[src/rtl/prbs_pkg.sv]
// Shared PRBS definitions: polynomial selection, tap constants and the
// W-bit lookahead step used by both the generator and the checker predictor.
package prbs_pkg;

    typedef enum logic [1:0] {
        PRBS7  = 2'b00,
        PRBS15 = 2'b01,
        PRBS23 = 2'b10,
        PRBS31 = 2'b11
    } prbs_mode_e;

    typedef enum logic {
        SEARCH = 1'b0,
        LOCKED = 1'b1
    } chk_state_e;

    localparam int PRBS7_N  = 7;
    localparam int PRBS7_A  = 6;
    localparam int PRBS15_N = 15;
    localparam int PRBS15_A = 14;
    localparam int PRBS23_N = 23;
    localparam int PRBS23_A = 18;
    localparam int PRBS31_N = 31;
    localparam int PRBS31_A = 28;

    typedef struct packed {
        logic [31:0] bits;
        logic [30:0] hist;
    } prbs_step_t;

    // hist[0] is the most recent bit, so hist[k-1] is x[n-k].
    function automatic logic prbs_feedback(input logic [30:0] h, input prbs_mode_e m);
        case (m)
            PRBS7:   return h[PRBS7_N-1]  ^ h[PRBS7_A-1];
            PRBS15:  return h[PRBS15_N-1] ^ h[PRBS15_A-1];
            PRBS23:  return h[PRBS23_N-1] ^ h[PRBS23_A-1];
            default: return h[PRBS31_N-1] ^ h[PRBS31_A-1];
        endcase
    endfunction

    function automatic logic [30:0] hist_mask(input prbs_mode_e m);
        case (m)
            PRBS7:   return 31'h0000_007F;
            PRBS15:  return 31'h0000_7FFF;
            PRBS23:  return 31'h007F_FFFF;
            default: return 31'h7FFF_FFFF;
        endcase
    endfunction

    // Next w bits (first-in-time at bits[w-1]) and the history after them.
    function automatic prbs_step_t prbs_next(input logic [30:0] hist, input prbs_mode_e mode,
                                             input int w);
        prbs_step_t r;
        logic       b;
        logic [4:0] idx;
        r.bits = '0;
        r.hist = hist;
        for (int i = 0; i < 32; i++) begin
            if (i < w) begin
                b      = prbs_feedback(r.hist, mode);
                r.hist = {r.hist[29:0], b};
                idx    = 5'(w - 1 - i);
                r.bits[idx] = b;
            end
        end
        return r;
    endfunction

    function automatic logic [5:0] popcount32(input logic [31:0] v);
        logic [5:0] c;
        c = '0;
        for (int i = 0; i < 32; i++) begin
            c = c + 6'(v[i]);
        end
        return c;
    endfunction

endpackage

[src/rtl/prbs_gen_chk_step.sv]
// Combinational W-bit PRBS lookahead; one copy drives the generator, one
// predicts the checker's expected word.
module prbs_par_step
    import prbs_pkg::*;
#(
    parameter int W = 8
) (
    input  logic [30:0] hist,
    input  prbs_mode_e  mode,
    output logic [W-1:0] bits,
    output logic [30:0] hist_next
);

    prbs_step_t step;
    logic       unused_lookahead;

    always_comb begin
        step             = prbs_next(hist, mode, W);
        bits             = step.bits[W-1:0];
        hist_next        = step.hist;
        unused_lookahead = ^step.bits;
    end

endmodule

[config.mk]
export PLATFORM = sky130hd
export DESIGN_NAME = prbs_par_step
export DESIGN_NICKNAME = d
export VERILOG_FILES = /design/src/rtl/prbs_pkg.sv /design/src/rtl/prbs_gen_chk_step.sv
export SDC_FILE = /design/constraint.sdc
export NUM_CORES = 1
export LEC_CHECK = 0
export ABC_AREA = 0
export CORE_MARGIN = 2
export CORE_UTILIZATION = 31
export DETAILED_ROUTE_END_ITERATION = 6
export GPL_TIMING_DRIVEN = 1
export PLACE_DENSITY = 0.94
export SLEW_MARGIN = 25
export SYNTH_ARGS = -nofsm -noshare
export SYNTH_HDL_FRONTEND = slang
export SYNTH_SLANG_ARGS = --single-unit
export TNS_END_PERCENT = 20
[constraint.sdc]
create_clock -name vclk -period 1.84
set_input_delay 0.368 -clock vclk [all_inputs]
set_output_delay 0.368 -clock vclk [all_outputs]
set_load 0.01 [all_outputs]
After elaboration in Yosys (flattened, before gate mapping). Index checks and enable logic that the tools add are counted. Widths: inputs -> output; s select.

Flip-flop bits (word level): 0. Bits of input ports: 33. Output and inout bits: 39.

Eq/ne operators: 2. Mux-type cells: 8. Bitwise operators: 32. Reductions and logical operators: 1.

Operators with widths (number): $xor 1x1->1 (32); $pmux 1 s3 (8); $eq 2x1->1 const B (1); $eq 2x2->1 const B (1); $logic_not 2->1 (1).

Logic depth before layout (Yosys ltp). Gate-level depths: netlist of run 1.

Depth after elaboration: 4. Depth in mapped cells: 5.

Worst setup path before layout of run 1. No wires, ideal clock.

Kind: input -> output. From: input mode[1]. To: output hist_next[7]. Arrival time: 1.369 ns. Required time: 1.472 ns. Slack: 0.103 ns. Stages on the path: 3. Path buffers: 2. Cells stage by stage: buf_2 -> mux4_1 -> buf_4.

Word-level cells in the longest chain between the ends: 2.

RTL lines: start, declared (line prbs_gen_chk_step.sv:9) `input prbs_mode_e mode,`; $eq 2x2->1, or another cell as far along (line prbs_pkg.sv:33) `case (m)`; $pmux 1 s3 * (line prbs_pkg.sv:33); end, declared (line prbs_gen_chk_step.sv:11) `output logic [30:0] hist_next`.

Mark *: on every way between the ends. The rest lies on a longest branch, timed or not.

Final worst setup path of run 1.
From: input hist[26]. To: output hist_next[3].

Word-level cells in the longest chain between the ends: 2.

RTL lines: start, declared (line prbs_gen_chk_step.sv:8) `input logic [30:0] hist,`; $xor 1x1->1 (line prbs_pkg.sv:37) `default: return h[PRBS31_N-1] ^ h[PRBS31_A-1];`; $pmux 1 s3 (line prbs_pkg.sv:33).

No other way between the ends.

==> out/qor.txt, run 1 <==
vias in the first global route = 631
Final Max Slew Viols = 0
# port buffers = 72
NumNets Final = 154
Critical Path Source Type = input port
hold_buf cts = 0
Mapped Cells = 74
Tmin final = 1.82 ns
Crit Path Category = in2out
Setup Viol. Count Final = 0
final hold vios = 0
clk_buf instances = 0
max frequency = 0.550 GHz
vias per std cell = 4.45
Hold Crit Class = in2out
Die ar. = 0.00267 mm^2
max cap viols = 0
die height = 51.7 um
commonest cells in the netlist = buf_4, xor2_1, mux4_2, mux2i_1, buf_2
WP data arrival = 1.45 ns
final WL = 2080 um
crit end category = output pin
Yosys top cell area share = 38.5%
compound-gate portion of the synthesized area = 0%
routed vias = 654
post-layout util = 55.7%
xor and xnor fraction of the mapped netlist area = 38.5%
portion of netlist area occupied by mux cells = 27.1%
RSZ-0062 raised after global routing = yes
CP Data Required Time = 1.47 ns
cell internal power dissipation = 230 uW
Total Routing Usage GR = 15.5%
hold path cells = 3
area leader, netlist = xor2_1
area of the multi-input gates = 479 um^2
largest net degree at the start of global routing = 9
VDD IR max = 0.144 mV
post-synthesis net count = 107
Slew headroom = 87.5%
DIE WIDTH = 51.7 um
initial antenna violation count = 0
worst slew pin tran = 0.182 ns
Layout area overhead = 73.0%
Post-DRT Antenna Nets = 0
Placeable Area = 0.00219 mm^2
Logic pwr share = 100.0%
post-synthesis simple-gate area fraction = 0%
CP Max Fanout = 2
outcome = finished, final reports clean
pwr/cell area = 323 mW/mm^2
register area = 0 um^2
LEAKAGE = 0.000558 uW
Cell Rows = 17
Place WS = -0.740 ns
final setup margin = 0.0230 ns
Mapped Area = 706 um^2
layout cells sized above 1 = 34.5%
Post-Synth Adder-Cell Area = 0%
post-synthesis cell type count = 6
ANT cells = 0
main combinational cell family by area after synthesis = XOR/XNOR gates
sequential-to-total area share from yosys stat = 0%
top post-synthesis cells by area = xor2_1, buf_4, mux4_2, mux2i_1, mux4_1
dpl hpwl = 1880 um
sequential power share = 0%
sequential cell count = 0
GR Overflow Total = 0
1st-pass router iterations = 4
Switching Fraction = 41.9%
DRC Markers = 0
Yosys warning count = 0
clock group share of total power = 0%
NetSw = 165 uW
drt wl/cell = 14.2 um
Final Wtd Congestion = 0.653
Final period util = 98.7%
syn avg cell area = 9.54 um^2
first-pass GRT wire length = 3170 um
WHS = 1.27 ns
Ports = 72
fill cell count = 206
DR iter-0 viols = 3
Starting Density = 32.2%
[cell families after synthesis]
family    after synthesis
buf+inv                33
xor+xnor               31
mux                    10
[cells in the final DEF (no fill, tap or decap)]
| cell type | count |
|---|---|
| buf_6 | 9 |
| buf_12 | 1 |
| mux4_2 | 7 |
| clkdlybuf4s15_1 | 10 |
| clkbuf_2 | 5 |
| xor2_1 | 30 |
| dlygate4sd2_1 | 13 |
| mux2i_4 | 1 |
| xor2_2 | 1 |
| clkdlybuf4s15_2 | 3 |
| buf_4 | 5 |
| buf_2 | 9 |
| mux2i_1 | 2 |
| clkdlybuf4s50_1 | 23 |
[final cells by class]
class / count / area share (%)
Timing Repair Buffer: 78 / 57.9
Multi-Input combinational cell: 41 / 39.2
Tap cell: 28 / 2.87
[routing by layer]
| layer | global-route usage (%) | wire length [um] | up-vias |
|---|---|---|---|
| met5 | 0 | 0 | - |
| met3 | 2.30 | 223 | 0 |
| met1 | 18.9 | 745 | 306 |
| met2 | 30.3 | 1110 | 42 |
| li1 | - | - | 306 |
| met4 | 0 | 0 | 0 |
[power by group through the flow]
stage	clock (uW)	combinational [uW]	sequential, uW
6_report	0	395	0
5_1_grt	0	424	0
3_3_place_gp	0	421	0
3_5_place_dp	0	429	0
2_1_floorplan	0	221	0
4_1_cts	0	395	0
[what timing repair did]
action | 4_1_cts | 5_1_grt
pin swaps | 1 | 3
setup buffers | 1 | 0
setup endpoints to repair | 30 | 16
resized for setup | 125 | 17
[worst max-delay path, cell delays in order]
cell and delay [ns]:
dlygate4sd2_1 0.26, xor2_1 0.17, mux4_2 0.49, buf_2 0.16
[worst paths after layout]
path | start | end | slack (ns)
max | hist[26] | hist_next[3] | 0.02
min | mode[1] | bits[3] | 1.27
[stage by stage]
step / power [uW] / setup TNS [ns] / cell area (um^2) / instances
after global routing: 424 / -0.0566 / 1220 / 147
after global placement: 421 / -10.07 / 1270 / 146
after floorplan: 221 / 0 / 706 / 74
final: 395 / 0 / 1220 / 147
after CTS: 395 / 0 / 1220 / 147
after detailed placement: 429 / -10.46 / 1270 / 146
No activity file was read; power rests on OpenSTA's default activity.
==> run 2, diff against run 1 <==
--- a/config.mk
+++ b/config.mk
@@ -6,11 +6,14 @@
 export NUM_CORES = 1
 export LEC_CHECK = 0
 export ABC_AREA = 0
+export CELL_PAD_IN_SITES_DETAIL_PLACEMENT = 1
+export CELL_PAD_IN_SITES_GLOBAL_PLACEMENT = 1
 export CORE_MARGIN = 2
-export CORE_UTILIZATION = 31
+export CORE_UTILIZATION = 20
 export DETAILED_ROUTE_END_ITERATION = 6
 export GPL_TIMING_DRIVEN = 1
-export PLACE_DENSITY = 0.94
+export PLACE_DENSITY = 0.93
+export SKIP_LAST_GASP = 1
 export SLEW_MARGIN = 25
 export SYNTH_ARGS = -nofsm -noshare
 export SYNTH_HDL_FRONTEND = slang
==> run 2 against run 1 <==
Net effect: die area increased by 50%; final cell count rose by 16%; non-clock buffer count up 5; clock-buffer cell count did not move; critical path type unchanged; critical endpoint is now hist_next[7].
==> out/qor.txt, run 2 (same netlist as run 1, synthesis figures left out) <==
DIE WIDTH = 63.4 um (+23%)
vias per std cell = 4.01 (-9.8%)
sequential cell count = 0 (unchanged)
# port buffers = 72 (unchanged)
CP max-delay cell = mux4_2
Slew headroom = 88.2% (+0.66 points)
CP Max Fanout = 3 (+1)
Post-DRT Antenna Nets = 0 (unchanged)
1st-pass router iterations = 3 (-1)
Layout Cells excl Fill = 170 (+16%)
DRC Markers = 0 (unchanged)
most common cell after layout, fill and taps aside = xor2_1
largest net degree at the start of global routing = 5 (-4)
Ports = 72 (unchanged)
DR iter-0 viols = 9 (+6)
Final Wtd Congestion = 0.716 (+9.6%)
GR Overflow Total = 0 (unchanged)
Total Routing Usage GR = 11.7% (-3.9 points)
vias in the first global route = 752 (+19%)
placed instance count = 167 (+14%)
TNS Setup = 0 ns (unchanged)
Starting Density = 21.0% (-11 points)
post-layout util = 39.6% (-16 points)
Tmin final = 1.83 ns (+0.0104 ns)
Layout area overhead = 88.8%
Crit Path Category = in2out
most frequent cells in the layout = xor2_1, clkdlybuf4s50_1, buf_6
dpl hpwl = 2140 um (+14%)
Buf/Inv on CP = 2 (unchanged)
NumNets Final = 159 (+3.2%)
initial antenna violation count = 0 (unchanged)
hold_buf cts = 0 (unchanged)
final setup margin = 0.0126 ns (-0.0104 ns)
Die ar. = 0.00402 mm^2 (+50%)
final hold vios = 0 (unchanged)
WHS = 1.32 ns (+0.0475 ns)
Final period util = 99.3% (+0.56 points)
RSZ-0062 raised after global routing = yes
Critical Path Source Type = input port
final WL = 2410 um (+16%)
Place WS = -0.741 ns (-0.00144 ns)
drt wl/cell = 14.2 um (+0.22%)
Cell Rows = 21 (+4)
CP Data Required Time = 1.47 ns (about the same)
Hold Crit Class = in2out
LEAKAGE = 0.000600 uW (+7.6%)
layout cells sized above 1 = 34.7% (+0.22 points)
crit end category = output pin
fill cell count = 418 (+100%)
first-pass GRT wire length = 3830 um (+21%)
worst slew pin tran = 0.172 ns (-0.00966 ns)
routed vias = 682 (+4.3%)
max frequency = 0.547 GHz (-0.57%)
Top delay family on crit path = multiplexers
VDD IR max = 0.0986 mV (-32%)
Setup Viol. Count Final = 0 (unchanged)
WP data arrival = 1.46 ns (about the same)
slowest stage delay, CP = 0.50 ns (about the same)
register area = 0 um^2 (unchanged)
die height = 63.4 um (+23%)
max cap viols = 0 (unchanged)
Final Max Slew Viols = 0 (unchanged)
ANT cells = 0 (unchanged)
Placeable Area = 0.00336 mm^2 (+54%)
pwr/cell area = 323 mW/mm^2 (about the same)
clk_buf instances = 0 (unchanged)
crit path cell chain = dlygate4sd2_1, xor2_1, mux4_2, buf_6
outcome = finished, final reports clean
[run 2: cell type report]
cell class / count / area, um^2 / share of cell area (%)
Multi-Input combinational cell: 41 / 478 / 35.9
Tap cell: 46 / 57.6 / 4.32
Timing Repair Buffer: 83 / 797 / 59.8
[run 2: report_power, final]
group | internal [uW] | switching [uW] | leakage [uW] | total, uW
Sequential | 0 | 0 | 0 | 0
Combinational | 258 | 173 | 0.000600 | 431
Clock | 0 | 0 | 0 | 0
Total | 258 | 173 | 0.000600 | 431
[run 2: metrics by stage]
step / power, uW / cell area, um^2
2_1_floorplan: 221 / 706
3_3_place_gp: 427 / 1300
3_5_place_dp: 434 / 1300
4_1_cts: 426 / 1310
5_1_grt: 461 / 1330
6_report: 431 / 1330
[run 2: metal layers]
layer | track usage (%) | up-vias | wire (um)
li1 | - | 315 | -
met1 | 13.0 | 325 | 855
met2 | 24.1 | 42 | 1340
met3 | 1.79 | 0 | 215
met4 | 0 | 0 | 0
met5 | 0 | - | 0
[run 2: worst paths after layout]
kind / to / cells after the start / startpoint / slack, ns
max: hist_next[7] / 4 / hist[14] / 0.01
min: hist_next[0] / 5 / hist[6] / 1.32
[run 2: worst min-delay path, delay by kind of cell]
family,cells,cell delay [ns]
XOR/XNOR,1,0.06
buffers and inverters,3,0.36
multiplexers,1,0.16
[run 2: timing repair]
item                                    in CTS  in global routing
pin swaps                                    3                  2
endpoints found under the setup margin      32                 16
setup buffers                                3                  0
gates resized for setup                    135                 17
==> edit, RTL diff (config.mk and constraints of run 1) <==
`W`: 8 -> 6.
--- a/src/rtl/prbs_gen_chk_step.sv
+++ b/src/rtl/prbs_gen_chk_step.sv
@@ -5,3 +5,3 @@
 #(
-    parameter int W = 8
+    parameter int W = 6
 ) (
Ports: changed (resized bits); port bits go from 72 to 70. No check against the original RTL was run, so the function may have changed too.
==> edit against run 1 <==
  * Routed wire length shrank 25%
  * Setup slack lost 0.0021 ns
  * Critical endpoint is now bits[2]
  * First-iteration DRC count shrank 100%
  * Area after synthesis shrank 17%
  * Final cell count shrank 16%
  * Core utilization grew 4.8 points
  * Cell area shrank 14%
  * Power shrank 15%
  * Global-route usage shrank 2.2 points
  * Highest routed layer unchanged
  * Non-clock buffer count shrank 9
==> edit: results (changes against run 1) <==
metric,value,unit,change
via count,517,,-21%
post-route clock period utilization,98.9,%,+0.12 points
Hold Crit Endpoint,hist_next[13],,
vias per std cell,4.17,,-6.3%
initial DRC count,0,,-3
pre-CTS setup slack,-0.577,ns,+0.163 ns
post-DP HPWL,1460,microns,-23%
first-pass GRT wire length,2160,microns,-32%
Netlist cell types,3,,-3
Critical Path Start,hist[27],,
Placer Congestion,0.702,,+7.5%
most common library cells after synthesis,"buf_4 (32), xor2_1 (24), mux4_2 (6)",,
Leak,0.000473,uW,-15%
seq_cells,0,,unchanged
wire per inst,12.6,microns,-11%
actual slew at the worst max-slew pin,0.258,ns,+0.0766 ns
Synth area leaders,"buf_4 (41%), xor2_1 (36%), mux4_2 (23%)",,
outcome,completed,,
PortBufs,68,,-5.6%
Post-CTS Setup Bufs,0,,-1
Combinational Power,337,uW,-15%
placed insts,124,,-15%
Synth Net Count,95,,-11%
PostCTS Resize Cnt,97,,-22%
Peak VDD IR,0.000145,V,+0.52%
hold path depth,0,,-3
total track usage,13.4,%,-2.2 points
Worst Hold Launch,hist[7],,
number of fill cells in the layout,160,,-22%
destination of the critical timing path,bits[2],,
Final Power,337,uW,-15%
vias in the first global route,472,,-25%
drt pass-1 iters,1,,-3
"slowest stage delay, CP",0.51,ns,+0.02 ns
# nets final,134,,-13%
largest net degree at the start of global routing,7,,-2
share of cells above drive strength 1,22.2,%,-12 points
-- edit: layout make-up --
class                      count  area (sq um)  share of cell area, %
multi-input combinational     30           345                   32.7
tap                           25          31.3                   2.96
timing repair buffer          69           679                   64.3
-- edit: metrics by stage --
| stage | util (%) | area, sq um | hold slack (ns) |
|---|---|---|---|
| floorplan | - | 586 | 0.828 |
| global placement | 61.7 | 1080 | 0.736 |
| detailed placement | 61.7 | 1080 | 0.736 |
| CTS | 60.6 | 1060 | 0.736 |
| global route | 60.5 | 1060 | 0.736 |
| finish | 60.5 | 1060 | 0.736 |
-- edit: per-layer routing --
layer	vias up	wire [microns]	global-route usage (%)
met1	239	525	15.7
met3	0	111	0
li1	250	-	-
met4	0	0	0
met5	-	0	0
met2	28	925	28.1
-- edit: kinds of logic after synthesis --
logic type / synth area share (%)
mux: 23.1
buf+inv: 41.0
xor+xnor: 35.9
-- edit: worst max-delay path: cells and delay by family --
kind	cells	cell delay [ns]
xor+xnor	1	0.16
mux	1	0.51
buf+inv	2	0.41
